<file path="config.mk">
export PLATFORM = sky130hd
export DESIGN_NAME = sync_fifo
export DESIGN_NICKNAME = d
export VERILOG_FILES = /design/src/rtl/sync_fifo_pkg.sv /design/src/rtl/fifomem_sync.sv /design/src/rtl/sync_fifo.sv
export SDC_FILE = /design/constraint.sdc
export NUM_CORES = 1
export LEC_CHECK = 0
export ABC_AREA = 1
export CELL_PAD_IN_SITES_DETAIL_PLACEMENT = 1
export CELL_PAD_IN_SITES_GLOBAL_PLACEMENT = 1
export CORE_MARGIN = 2
export CORE_UTILIZATION = 40
export DETAILED_ROUTE_END_ITERATION = 10
export DONT_BUFFER_PORTS = 1
export PLACE_DENSITY_LB_ADDON = 0.1
export SLEW_MARGIN = 20
export SYNTH_ARGS = -nofsm -noshare
export SYNTH_HDL_FRONTEND = slang
export SYNTH_HIERARCHICAL = 1
export SYNTH_SLANG_ARGS = --single-unit
</file>
<file path="constraint.sdc">
create_clock -name clk -period 2.13 [get_ports clk]
set_clock_uncertainty 0.15 [all_clocks]
set_input_delay 0.426 -clock clk [delete_from_list [all_inputs] [get_ports clk]]
set_output_delay 0.426 -clock clk [all_outputs]
set_load 0.01 [all_outputs]
</file>
<file path="src/rtl/sync_fifo_pkg.sv">
// Shared sizing helpers and parameter legality checks for the single-clock FIFO.
// DEPTH, pointer and count widths are all derived from ADDRSIZE.
package sync_fifo_pkg;

    // Encodes which sides of the FIFO accept an operation in a given cycle.
    typedef enum logic [1:0] {
        OpNone  = 2'b00,
        OpWrite = 2'b01,
        OpRead  = 2'b10,
        OpBoth  = 2'b11
    } fifo_op_e;

    function automatic int unsigned depth_of(input int unsigned addrsize);
        return 32'd1 << addrsize;
    endfunction

    function automatic int unsigned ptr_width(input int unsigned addrsize);
        return addrsize + 1;
    endfunction

    function automatic int unsigned cnt_width(input int unsigned addrsize);
        return addrsize + 1;
    endfunction

    function automatic bit afull_ok(input int unsigned addrsize, input int unsigned thresh);
        return (thresh >= 1) && (thresh <= depth_of(addrsize));
    endfunction

    function automatic bit aempty_ok(input int unsigned addrsize, input int unsigned thresh);
        return thresh <= depth_of(addrsize) - 1;
    endfunction

endpackage

</file>
<file path="src/rtl/fifomem_sync.sv">
// Dual-port storage array: synchronous write, registered synchronous read.
// Kept standalone so a vendor RAM macro can be dropped in its place.
module fifomem_sync #(
    parameter int unsigned DATASIZE = 8,
    parameter int unsigned ADDRSIZE = 4
) (
    input  logic                clk,
    input  logic                rst,
    input  logic                wen,
    input  logic [ADDRSIZE-1:0] waddr,
    input  logic [DATASIZE-1:0] wdata,
    input  logic                ren,
    input  logic [ADDRSIZE-1:0] raddr,
    output logic [DATASIZE-1:0] rdata
);

    localparam int unsigned DEPTH = 1 << ADDRSIZE;

    logic [DATASIZE-1:0] mem [DEPTH];
    logic [DATASIZE-1:0] rdata_q;

    // Contents are deliberately left unreset.
    always_ff @(posedge clk) begin
        if (wen) begin
            mem[waddr] <= wdata;
        end
    end

    always_ff @(posedge clk) begin
        if (rst) begin
            rdata_q <= '0;
        end else if (ren) begin
            rdata_q <= mem[raddr];
        end
    end

    assign rdata = rdata_q;

endmodule

</file>
<file path="src/rtl/sync_fifo.sv">
// Single-clock FIFO: binary wrap-bit pointers, occupancy counter, registered
// full/empty/almost flags, registered read data with valid strobe, sticky errors.
module sync_fifo
    import sync_fifo_pkg::*;
#(
    parameter int unsigned DATASIZE      = 8,
    parameter int unsigned ADDRSIZE      = 4,
    parameter int unsigned AFULL_THRESH  = 14,
    parameter int unsigned AEMPTY_THRESH = 2
) (
    input  logic                clk,
    input  logic                rst,
    input  logic                winc,
    input  logic [DATASIZE-1:0] wdata,
    input  logic                rinc,
    output logic [DATASIZE-1:0] rdata,
    output logic                rvalid,
    output logic                wfull,
    output logic                rempty,
    output logic                wafull,
    output logic                raempty,
    output logic [ADDRSIZE:0]   count,
    output logic                overflow,
    output logic                underflow,
    input  logic                err_clr
);

    localparam int unsigned DEPTH = depth_of(ADDRSIZE);
    localparam int unsigned PTRW  = ptr_width(ADDRSIZE);
    localparam int unsigned CNTW  = cnt_width(ADDRSIZE);

    localparam logic [CNTW-1:0] CntFull   = CNTW'(DEPTH);
    localparam logic [CNTW-1:0] CntAfull  = CNTW'(AFULL_THRESH);
    localparam logic [CNTW-1:0] CntAempty = CNTW'(AEMPTY_THRESH);

    initial begin
        if (!afull_ok(ADDRSIZE, AFULL_THRESH)) begin
            $error("sync_fifo: AFULL_THRESH=%0d outside 1..%0d", AFULL_THRESH, DEPTH);
        end
        if (!aempty_ok(ADDRSIZE, AEMPTY_THRESH)) begin
            $error("sync_fifo: AEMPTY_THRESH=%0d outside 0..%0d", AEMPTY_THRESH, DEPTH - 1);
        end
    end

    logic [PTRW-1:0] wptr_q, wptr_d;
    logic [PTRW-1:0] rptr_q, rptr_d;
    logic [CNTW-1:0] count_q, count_d;
    logic            wfull_q, wfull_d;
    logic            rempty_q, rempty_d;
    logic            wafull_q, wafull_d;
    logic            raempty_q, raempty_d;
    logic            rvalid_q;
    logic            overflow_q, overflow_d;
    logic            underflow_q, underflow_d;

    logic     wr_accept;
    logic     rd_accept;
    fifo_op_e op;

    // Acceptance uses this cycle's registered flags: no full-bypass, no forwarding.
    assign wr_accept = winc && !wfull_q;
    assign rd_accept = rinc && !rempty_q;
    assign op        = fifo_op_e'({rd_accept, wr_accept});

    always_comb begin
        wptr_d  = wptr_q;
        rptr_d  = rptr_q;
        count_d = count_q;
        unique case (op)
            OpWrite: begin
                wptr_d  = wptr_q + PTRW'(1);
                count_d = count_q + CNTW'(1);
            end
            OpRead: begin
                rptr_d  = rptr_q + PTRW'(1);
                count_d = count_q - CNTW'(1);
            end
            OpBoth: begin
                wptr_d = wptr_q + PTRW'(1);
                rptr_d = rptr_q + PTRW'(1);
            end
            default: ;
        endcase
    end

    always_comb begin
        wfull_d   = (count_d == CntFull);
        rempty_d  = (count_d == '0);
        wafull_d  = (count_d >= CntAfull);
        raempty_d = (count_d <= CntAempty);
    end

    // A set condition in the same cycle as err_clr leaves the flag set.
    always_comb begin
        overflow_d  = (winc && wfull_q) || (overflow_q && !err_clr);
        underflow_d = (rinc && rempty_q) || (underflow_q && !err_clr);
    end

    always_ff @(posedge clk) begin
        if (rst) begin
            wptr_q      <= '0;
            rptr_q      <= '0;
            count_q     <= '0;
            wfull_q     <= 1'b0;
            rempty_q    <= 1'b1;
            wafull_q    <= 1'b0;
            raempty_q   <= 1'b1;
            rvalid_q    <= 1'b0;
            overflow_q  <= 1'b0;
            underflow_q <= 1'b0;
        end else begin
            wptr_q      <= wptr_d;
            rptr_q      <= rptr_d;
            count_q     <= count_d;
            wfull_q     <= wfull_d;
            rempty_q    <= rempty_d;
            wafull_q    <= wafull_d;
            raempty_q   <= raempty_d;
            rvalid_q    <= rd_accept;
            overflow_q  <= overflow_d;
            underflow_q <= underflow_d;
        end
    end

    fifomem_sync #(
        .DATASIZE (DATASIZE),
        .ADDRSIZE (ADDRSIZE)
    ) u_mem (
        .clk   (clk),
        .rst   (rst),
        .wen   (wr_accept && !rst),
        .waddr (wptr_q[ADDRSIZE-1:0]),
        .wdata (wdata),
        .ren   (rd_accept && !rst),
        .raddr (rptr_q[ADDRSIZE-1:0]),
        .rdata (rdata)
    );

    assign rvalid    = rvalid_q;
    assign wfull     = wfull_q;
    assign rempty    = rempty_q;
    assign wafull    = wafull_q;
    assign raempty   = raempty_q;
    assign count     = count_q;
    assign overflow  = overflow_q;
    assign underflow = underflow_q;

endmodule

</file>
# Word-level counts from Yosys, hierarchy flattened
# Memories as Yosys holds them, arrays and structs flattened. A register that Yosys moved wholly into a read port is not among the register bits.
# Index checks and enable logic that the tools add are counted.
totals:
  regBits: 22
  ram_bits: 128
  output_inout_bits: 20
  elab_cells: 41
  mem_count: 1
classes:
  n_addsub: 4
  n_lt_le_gt_ge: 2
  eq_ne: 4
  muxes: 3
  n_reduce_logical: 17
mem_list:
  columns: ["name", "words", "word_bits", "rd", "rd_clocked_by_memory_dff", "write_ports", "line_no", "text"]
  rows:
  - ["u_mem.mem", 16, 8, 1, 1, 1, "fifomem_sync.sv:19", "logic [DATASIZE-1:0] mem [DEPTH];"]
op_table:
  columns: ["cell", "count"]
  rows:
  - ["5-bit by 1-bit adder with 5-bit output, second input constant", 3]
  - ["5-bit case mux with 2 select lines", 1]
  - ["1-bit logical AND", 8]
  - ["5-bit equality test, second input constant", 1]
  - ["5-bit by 4-bit greater-or-equal comparator with 1-bit output, second input constant", 1]
  - ["5-bit by 2-bit <= comparator with 1-bit output, second input constant", 1]
  - ["5-bit logical NOT", 1]
  - ["5-bit by 1-bit subtractor with 5-bit output, second input constant", 1]
  - ["2-bit equality test, second input constant", 2]
  - ["1-bit logical NOT", 4]
  - ["2-bit OR reduction", 2]
  - ["2-bit by 1-bit equality test with 1-bit output, second input constant", 1]
  - ["1-bit logical OR", 2]
  - ["1-bit two-way mux", 2]

# Depth between registers and ports, before layout
# Gate-level depths: netlist of the first run.
depth:
  depth_word: 5
  mapped_depth: 16
  depth_no_buf: 16

# Modules after synthesis
# The synthesis of the first run kept the hierarchy.
by_module_without_submodules:
  columns: ["module", "instances", "cells_per_inst", "area_per_inst_um2", "seq_area_each_um2"]
  rows:
  - ["fifomem_sync", 1, 490, 5577.8, 4003.8]
  - ["sync_fifo", 1, 138, 1026.0, 400.4]

# Worst setup path before layout of the first run
# OpenSTA, ideal clock, no wires.
synth_path:
  kind: "input to register"
  startpoint: "in rinc"
  endpoint: "reg rempty_q, in the netlist rempty"
  setup_ns: 0.068
  arrival_ns: 1.712
  t_required_ns: 1.912
  path_slack_ns: 0.200
  path_stages: 11
  path_buffers: 0
  cell_sequence: "inv_2 > nor2_8 > nand2_4 > nand2_1 > nand2_1 > ha_1 > o21ai_0 > nand2_1 > nor2_2 > nand3_2 > o21bai_2"
synth_between:
  elab_chain_len: 4
synth_lines:
  columns: ["item", "line_no", "text"]
  rows:
  - ["from (decl)", "sync_fifo.sv:15", "input logic rinc,"]
  - ["1-bit logical AND (*)", "sync_fifo.sv:62", "assign rd_accept = rinc && !rempty_q;"]
  - ["via rd_accept", "sync_fifo.sv:57", "logic rd_accept;"]
  - ["2-bit equality test or 2-bit by 1-bit equality test with 1-bit output (tied branches)", "sync_fifo.sv:69", "unique case (op)"]
  - ["5-bit case mux with 2 select lines (*)", "sync_fifo.sv:69", null]
  - ["5-bit logical NOT (*)", "sync_fifo.sv:88", "rempty_d = (count_d == '0);"]
  - ["to (signal assigned)", "sync_fifo.sv:116", "rempty_q <= rempty_d;"]
  - ["to (decl)", "sync_fifo.sv:49", "logic rempty_q, rempty_d;"]
# Mark *: on every way through the listed nets, which the timed path passes. The rest lies on a longest branch.
# A chain may end at the register's enable or synchronous reset.

# Final worst setup path of the first run
layout_path:
  startpoint: "in rst"
  endpoint: "reg overflow_q, in the netlist overflow"
layout_rtl:
  columns: ["item", "line_no", "text"]
  rows:
  - ["from (decl)", "sync_fifo.sv:12", "input logic rst,"]
  - ["to (signal assigned)", "sync_fifo.sv:120", "overflow_q <= overflow_d;"]
  - ["to (decl)", "sync_fifo.sv:53", "logic overflow_q, overflow_d;"]
# No word-level cell between the ends.

==> results of run 1 <==
[metrics by stage]
stage / utilization, % / hold WS, ns / total power (W) / std cells / instance area (um^2)
after detailed placement: 43.2 / 0.355 / 0.00472 / 845 / 6910
after floorplan: - / 0.309 / 0.00442 / 628 / 6600
after CTS: 47.8 / 0.00138 / 0.00798 / 888 / 7640
after global placement: 43.2 / 0.343 / 0.00468 / 845 / 6910
after global routing: 48.0 / 0.0335 / 0.00830 / 893 / 7680
final: 48.0 / 0.0431 / 0.00791 / 893 / 7680
[registers in the layout, indices dropped and copies added, names as in the netlist]
register	cells
wafull	1
count	5
underflow	1
rptr_q	4
overflow	1
raempty	1
u_mem/rdata	8
rvalid	1
u_mem/mem	128
rempty	1
wptr_q	4
wfull	1
[per-layer routing]
metal	track usage (%)	vias up	part of all wire, %
met1	28.2	2299	45
li1	-	2186	-
met2	34.2	90	49
met4	7.35	0	1.5
met5	0	-	0
met3	4.71	17	4.3
[where the power goes]
part	total, W	switching (W)	leakage (nW)	internal, W
sequential	0.00351	0.000112	1.38	0.00340
clock	0.00318	0.00122	0.288	0.00195
combinational	0.00122	0.000827	1.29	0.000393
[final cells by class]
cell class	count	share of cell area, %
antenna	1	0.0326
clock buffer	17	5.54
inverter	33	1.61
clock inverter	15	2.56
timing repair buffer	45	5.12
tap	216	3.52
sequential	156	57.4
multi-input combinational	410	24.2
[synthesized netlist by cell type]
cell type    n  area (um^2)
a21oi_1      6         30.0
buf_1        1         3.75
buf_2       10         50.1
buf_4        5         37.5
buf_6       10          113
clkbuf_1     3         11.3
dfxtp_1     28          561
edfxtp_1   128         3840
ha_1         4         50.1
inv_1       29          109
inv_2        4         15.0
nand2_1    202          758
nand2_2      7         43.8
nand2_4      1         11.3
nand3_1    115          576
nand3_2      6         60.1
nand3b_1     3         22.5
nor2_1      50          188
nor2_2       2         12.5
nor2_8       1         20.0
nor3_1       2         10.0
o21ai_0      3         15.0
o21ai_1      2         10.0
o21bai_1     1         7.51
o21bai_2     1         11.3
xor2_1       4         35.0
[worst max-delay path: cells and delay by family]
family | cells | cell delay (ns)
buffers and inverters | 2 | 1.71
AOI/OAI and AO/OA | 1 | 0.09
[what timing repair did]
action | in CTS | in global routing
endpoints found under the hold margin | 148 | 1
endpoints found under the setup margin | 0 | 4
gates resized for setup | 0 | 3
setup buffers | 0 | 3
hold buffers | 11 | 1
[cells in the final DEF (no fill, tap or decap), types with 6 or more instances in the layout]
cell,n
nand2_1,202
edfxtp_1,128
nand3_1,115
nor2_1,50
buf_4,31
inv_1,29
dfxtp_1,25
clkbuf_16,17
dlygate4sd3_1,12
nand2_2,7
a21oi_1,6
nand3_2,6
[cells by family after synthesis]
family / Yosys count
compound gates: 13
flops: 156
buf+inv: 62
fa+ha+maj: 4
xor+xnor: 4
simple gates: 389
[worst max-delay path by stage]
stage	startpoint	endpoint	slack [ns]	depth (start not counted)
floorplan	rinc	rempty	0.20	11
global placement	rinc	rempty	0.12	11
detailed placement	rinc	rempty	0.05	11
CTS	rempty	rempty	0.04	10
global route	rst	overflow	0.005	3
finish	rst	overflow	0.07	3
==> results.cfg, run 1 <==
[synth]
largest_family_of_logic_cells_by_synthesized_area = simple AND/OR/NAND/NOR gates
number_of_synthesized_register_bits = 156
synthesis.area_um2 = 6600
ys_types = 26
synth-compound-area-share_pct = 1.12
ys_seq_area_share_pct = 66.7
yosysWarningCount = 6
per_instance_average_area_after_synthesis_um2 = 10.5
synth_xor_xnor_area_share_pct = 0.531
synth_nets = 645
synth_mux_area_share_pct = 0
synth_fa_ha_area_share_pct = 0.758
postSynthCellCount = 628
yosys.area_share.simple_pct = 25.8

[sta]
worst_slew_margin_rel_pct = 42.5
timing.final.setup_violations = 0
achievable-frequency_mhz = 485
final_hold_viols = 0
worstMarginPinSlew_ns = 0.860
grt_setup_unrepaired = no
final.setup.worst_slack_ns = 0.0665
timing_max_transition_violations_final = 0
final_period_minus_worst_setup_slack_ns = 2.06
fin_setup_tns_ns = 0
final_min_period_over_clock_period_pct = 96.9

[detailed_routing]
drt_first_pass_iters = 4
drt-initial-drc-count = 294
avgRoutedWirePerCell_um = 19.6
drc = 0
detail_route_antenna_nets = 0
dr_total_vias = 4592
routed_wirelength_um = 17500
vias_per_cell = 5.14

[setup_path]
cell_at_the_slowest_stage_of_the_critical_path = dlygate4sd3_1
crit_required_ns = 2.29
timing.critical_path.cells = dlygate4sd3_1 > a21oi_1 > dlygate4sd3_1
timing_worst_setup_path_type = primary input to register
timing.critical_path.mode_cell = dlygate4sd3_1
rr_worst_depth = 13
rr_startpoint = rempty
critical_path.max_stage_delay_ns = 1.10
cp-start-kind = primary input
reg2reg_to = rempty
worstPathArrival_ns = 2.23
timing.critical_path.fanout_max = 20
critPathCaptureType = register
reg2reg_setup_slack_ns = 0.20

[die]
coreArea_um2 = 16000
floorplan.die_area_um2 = 17600
core.rowCount = 46
initial_core_util_pct = 41.3
chipWidth_um = 132
io_pins = 33
die-height_um = 132

[power]
ir_drop_mv = 0.551
power_per_cell_area_nw_per_um2 = 1030
total_leakage_power_nw = 2.96

[global_route]
grt_overflow_total = 0
pin_count_of_the_biggest_net_entering_global_routing = 67
grt_first_pass_wirelength_um = 27400
first_global_vias = 4745
initial_antenna_violation_count = 1
grtUsageTotal_pct = 21.1

[clocking]
cts_max_level = 4
cts.reportedPaths.clkPinSlew_ns = 0.06
cts.root.buffer_cell = clkbuf_16
clock-sinks = 156
tritoncts = done
clock_path_buffers = 2
cts_buffers = 17
clk-insertion-delay-late_ns = 0.43

[cells_and_area]
final_net_count = 680
multiInputGateArea_um2 = 1860
areaGrowthSynthToFinish_pct = 16.3
drive_gt1_share_pct = 12.9
fillers = 1787
area.sequential_um2 = 4410

[min_path]
holdCritPathClass = primary input to register
holdPathEnd = underflow
min-delay-start = err_clr
min_path_cells = 3

[place]
dpl.hpwl_um = 11300
place.gp.congestion = 0.821
io_buffer_count = 0
preCtsSetupSlack_ns = 0.0516

[run_status]
run_status = finished, final reports clean

[run]
maxCapViolCount = 0
No activity file was read; power rests on OpenSTA's default activity.
==> inputs of run 2 (changes only) <==
Settings changed: SYNTH_HIERARCHICAL 1 to default.
==> run 2 against run 1 <==
Routed wire length fell by 5.2%. Die area fell by 3.7%. Worst hold slack got worse by 0.015 ns. Sequential power barely moved. Critical path depth rose by 7. Power rose by 1.0%. Setup slack improved by 0.12 ns. Clock power rose by 4%. Area after synthesis fell by 3.8%. Critical path type is now register to register. Highest routed layer unchanged.
==> results.cfg, run 2 <==
[die]
coreArea_um2 = 15700
io_pins = 33
initial_core_util_pct = 40.4
die-height_um = 130
floorplan.die_area_um2 = 16900
core.rowCount = 46
chipWidth_um = 130

[place]
dpl.cell_count = 762
preCtsSetupSlack_ns = 0.0336
io_buffer_count = 0
dpl.hpwl_um = 10500
place.gp.congestion = 0.742

[cells_and_area]
diodes = 0
final_net_count = 602
final_cell_mix = 128 x edfxtp_1, 98 x nor2_1, 75 x o21ai_0, 39 x nand2_1, 38 x buf_4
layout.cells.most_common = edfxtp_1
drive_gt1_share_pct = 15.6
largest-register = u_mem.mem
cell_count_final_fillers_out = 811
areaGrowthSynthToFinish_pct = 19.1
largest_register_ffs = 128
final_core_util_pct = 48.2

[clocking]
cts.reportedPaths.clkPinSlew_ns = 0.06
cts_max_level = 4
tritoncts = done
clock-sinks = 156
cts.root.buffer_cell = clkbuf_16
clock_path_buffers = 2
clk-insertion-delay-late_ns = 0.42
cts_buffers = 17

[setup_path]
critical_path.max_stage_delay_ns = 0.40
crit_required_ns = 2.34
worstPathArrival_ns = 2.15
timing.critical_path.mode_cell = nand2_1
cp-start-kind = register
timing.critical_path.cells = inv_1 > nand2_4 > buf_4 > ha_2 > nand2_1 > o21ai_1 > nand2_1 > nor2_2 > nand3_2 > o21bai_2
rr_worst_depth = 10
cell_at_the_slowest_stage_of_the_critical_path = ha_2
timing_worst_setup_path_type = register to register
timing.critical_path.fanout_max = 7
critPathCaptureType = register

[global_route]
initial_antenna_violation_count = 0
grt_overflow_total = 0
pin_count_of_the_biggest_net_entering_global_routing = 51
first_global_vias = 4603
grtUsageTotal_pct = 21.0
grt_first_pass_wirelength_um = 25800

[synth]
area_share_of_the_leading_cell_type_in_the_synthesized_netlist_pct = 60.5
number_of_synthesized_register_bits = 156
synthesis.area_um2 = 6350
synth_commonest_cells = 128 x edfxtp_1, 99 x nor2_1, 76 x o21ai_0
cells_taking_the_most_area_after_synthesis = edfxtp_1 61%, dfxtp_1 8.8%, o21ai_0 6.0%, nor2_1 5.8%, o221ai_1 2.8%
ys.flop_type = edfxtp_1
most_numerous_cell_in_the_yosys_netlist = edfxtp_1
yosysWarningCount = 0
synthArstFlopShare_pct = 0
ys_types = 31
yosysTopAreaCell = edfxtp_1
synth-edff-count = 128
postSynthCellCount = 543
per_instance_average_area_after_synthesis_um2 = 11.7
synth_nets = 563
ys_seq_area_share_pct = 69.3

[detailed_routing]
dr_total_vias = 4326
drt_first_pass_iters = 4
routed_wirelength_um = 16600
drt-initial-drc-count = 246
avgRoutedWirePerCell_um = 20.4
detail_route_antenna_nets = 0
vias_per_cell = 5.33
drc = 0

[power]
power_per_cell_area_nw_per_um2 = 1060
totalPowerFinal_w = 0.00799
ir_drop_mv = 0.638
total_leakage_power_nw = 2.67

[sta]
final.hold.worst_slack_ns = 0.0285
final.setup.worst_slack_ns = 0.190
final_period_minus_worst_setup_slack_ns = 1.94
timing_max_transition_violations_final = 0
worstMarginPinSlew_ns = 0.656
final_hold_viols = 0
final_min_period_over_clock_period_pct = 91.1
achievable-frequency_mhz = 515
timing.final.setup_violations = 0
worst_slew_margin_rel_pct = 56.1

[min_path]
min_path_cells = 3
holdCritPathClass = primary input to register

[run_status]
run_status = finished, final reports clean

[run]
maxCapViolCount = 0
==> run 2: cell types whose count changed after synthesis, sizes merged, moves of 3 or more <==
cell and change:
a31oi +5, inv -6, nand3 -94, nand2 -162, o22ai +11, o21ai +76
a21oi +5, buf -8, clkbuf +9, nor2 +49, nor3 +9, o221ai +20
ha +3
==> run 2: worst max-delay path, delay by kind of cell, from the launching register on <==
| family | cells | cell delay [ns] |
|---|---|---|
| and+or+nand+nor | 5 | 0.50 |
| adders and majority gates | 1 | 0.40 |
| DFF | 1 | 0.33 |
| AOI/OAI and AO/OA | 2 | 0.26 |
| buffers and inverters | 2 | 0.24 |
==> run 2: cell type report <==
cell class,count,area (um^2)
multi-input combinational,329,1720
inverter,28,105
tap,216,270
timing repair buffer,50,415
fill,1659,8140
clock buffer,26,519
sequential,156,4410
clock inverter,6,129
==> run 2: report_power, final <==
group	switching [W]	internal [W]
Combinational	0.000756	0.000395
Clock	0.00116	0.00215
Sequential	0.000128	0.00341
==> run 2: path summary, 6_finish.rpt <==
kind	start	to	slack, ns
min	err_clr	underflow	0.03
min reg2reg	underflow	underflow	0.37
max	wfull	rempty	0.19
max reg2reg	wfull	rempty	0.19
==> run 2: kinds of logic (layout without fill, tap and decap cells) <==
| group | Yosys count | in the layout | synth area share, % |
|---|---|---|---|
| XOR/XNOR | 2 | 2 | 0.276 |
| AND/OR/NAND/NOR | 189 | 189 | 13.2 |
| flip-flops | 156 | 156 | 69.3 |
| buffers and inverters | 58 | 110 | 3.86 |
| adder cells (fa/ha/maj) | 7 | 7 | 1.38 |
| AO/OA/AOI/OAI | 131 | 131 | 12.0 |
==> run 2: through the flow <==
| stage | setup TNS [ns] | cell area (um^2) |
|---|---|---|
| 2_1_floorplan | 0 | 6350 |
| 3_3_place_gp | 0 | 6740 |
| 3_5_place_dp | 0 | 6740 |
| 4_1_cts | 0 | 7500 |
| 5_1_grt | -0.00396 | 7570 |
| 6_report | 0 | 7570 |
==> run 2: per-layer routing <==
metal / global-route usage, % / routed length (um) / vias to the layer above / part of all wire (%)
met5: 0 / 0 / - / 0
met4: 7.34 / 252 / 0 / 1.5
met3: 4.55 / 669 / 24 / 4.0
met2: 36.8 / 8600 / 90 / 52
met1: 25.6 / 7060 / 2184 / 43
li1: - / - / 2028 / -
==> run 2: repair_timing <==
item                       CTS  global route
setup buffers                0             6
hold buffers                11             0
resized for setup            0             6
hold endpoints to repair   141             0
setup endpoints to repair    0             3
==> inputs of run 3 (changes only) <==
Settings changed: CTS_CLUSTER_DIAMETER from default to 100, CTS_CLUSTER_SIZE from default to 28.
==> results of run 3 <==
The final DEF is identical to that of run 2; final timing and power are the same.
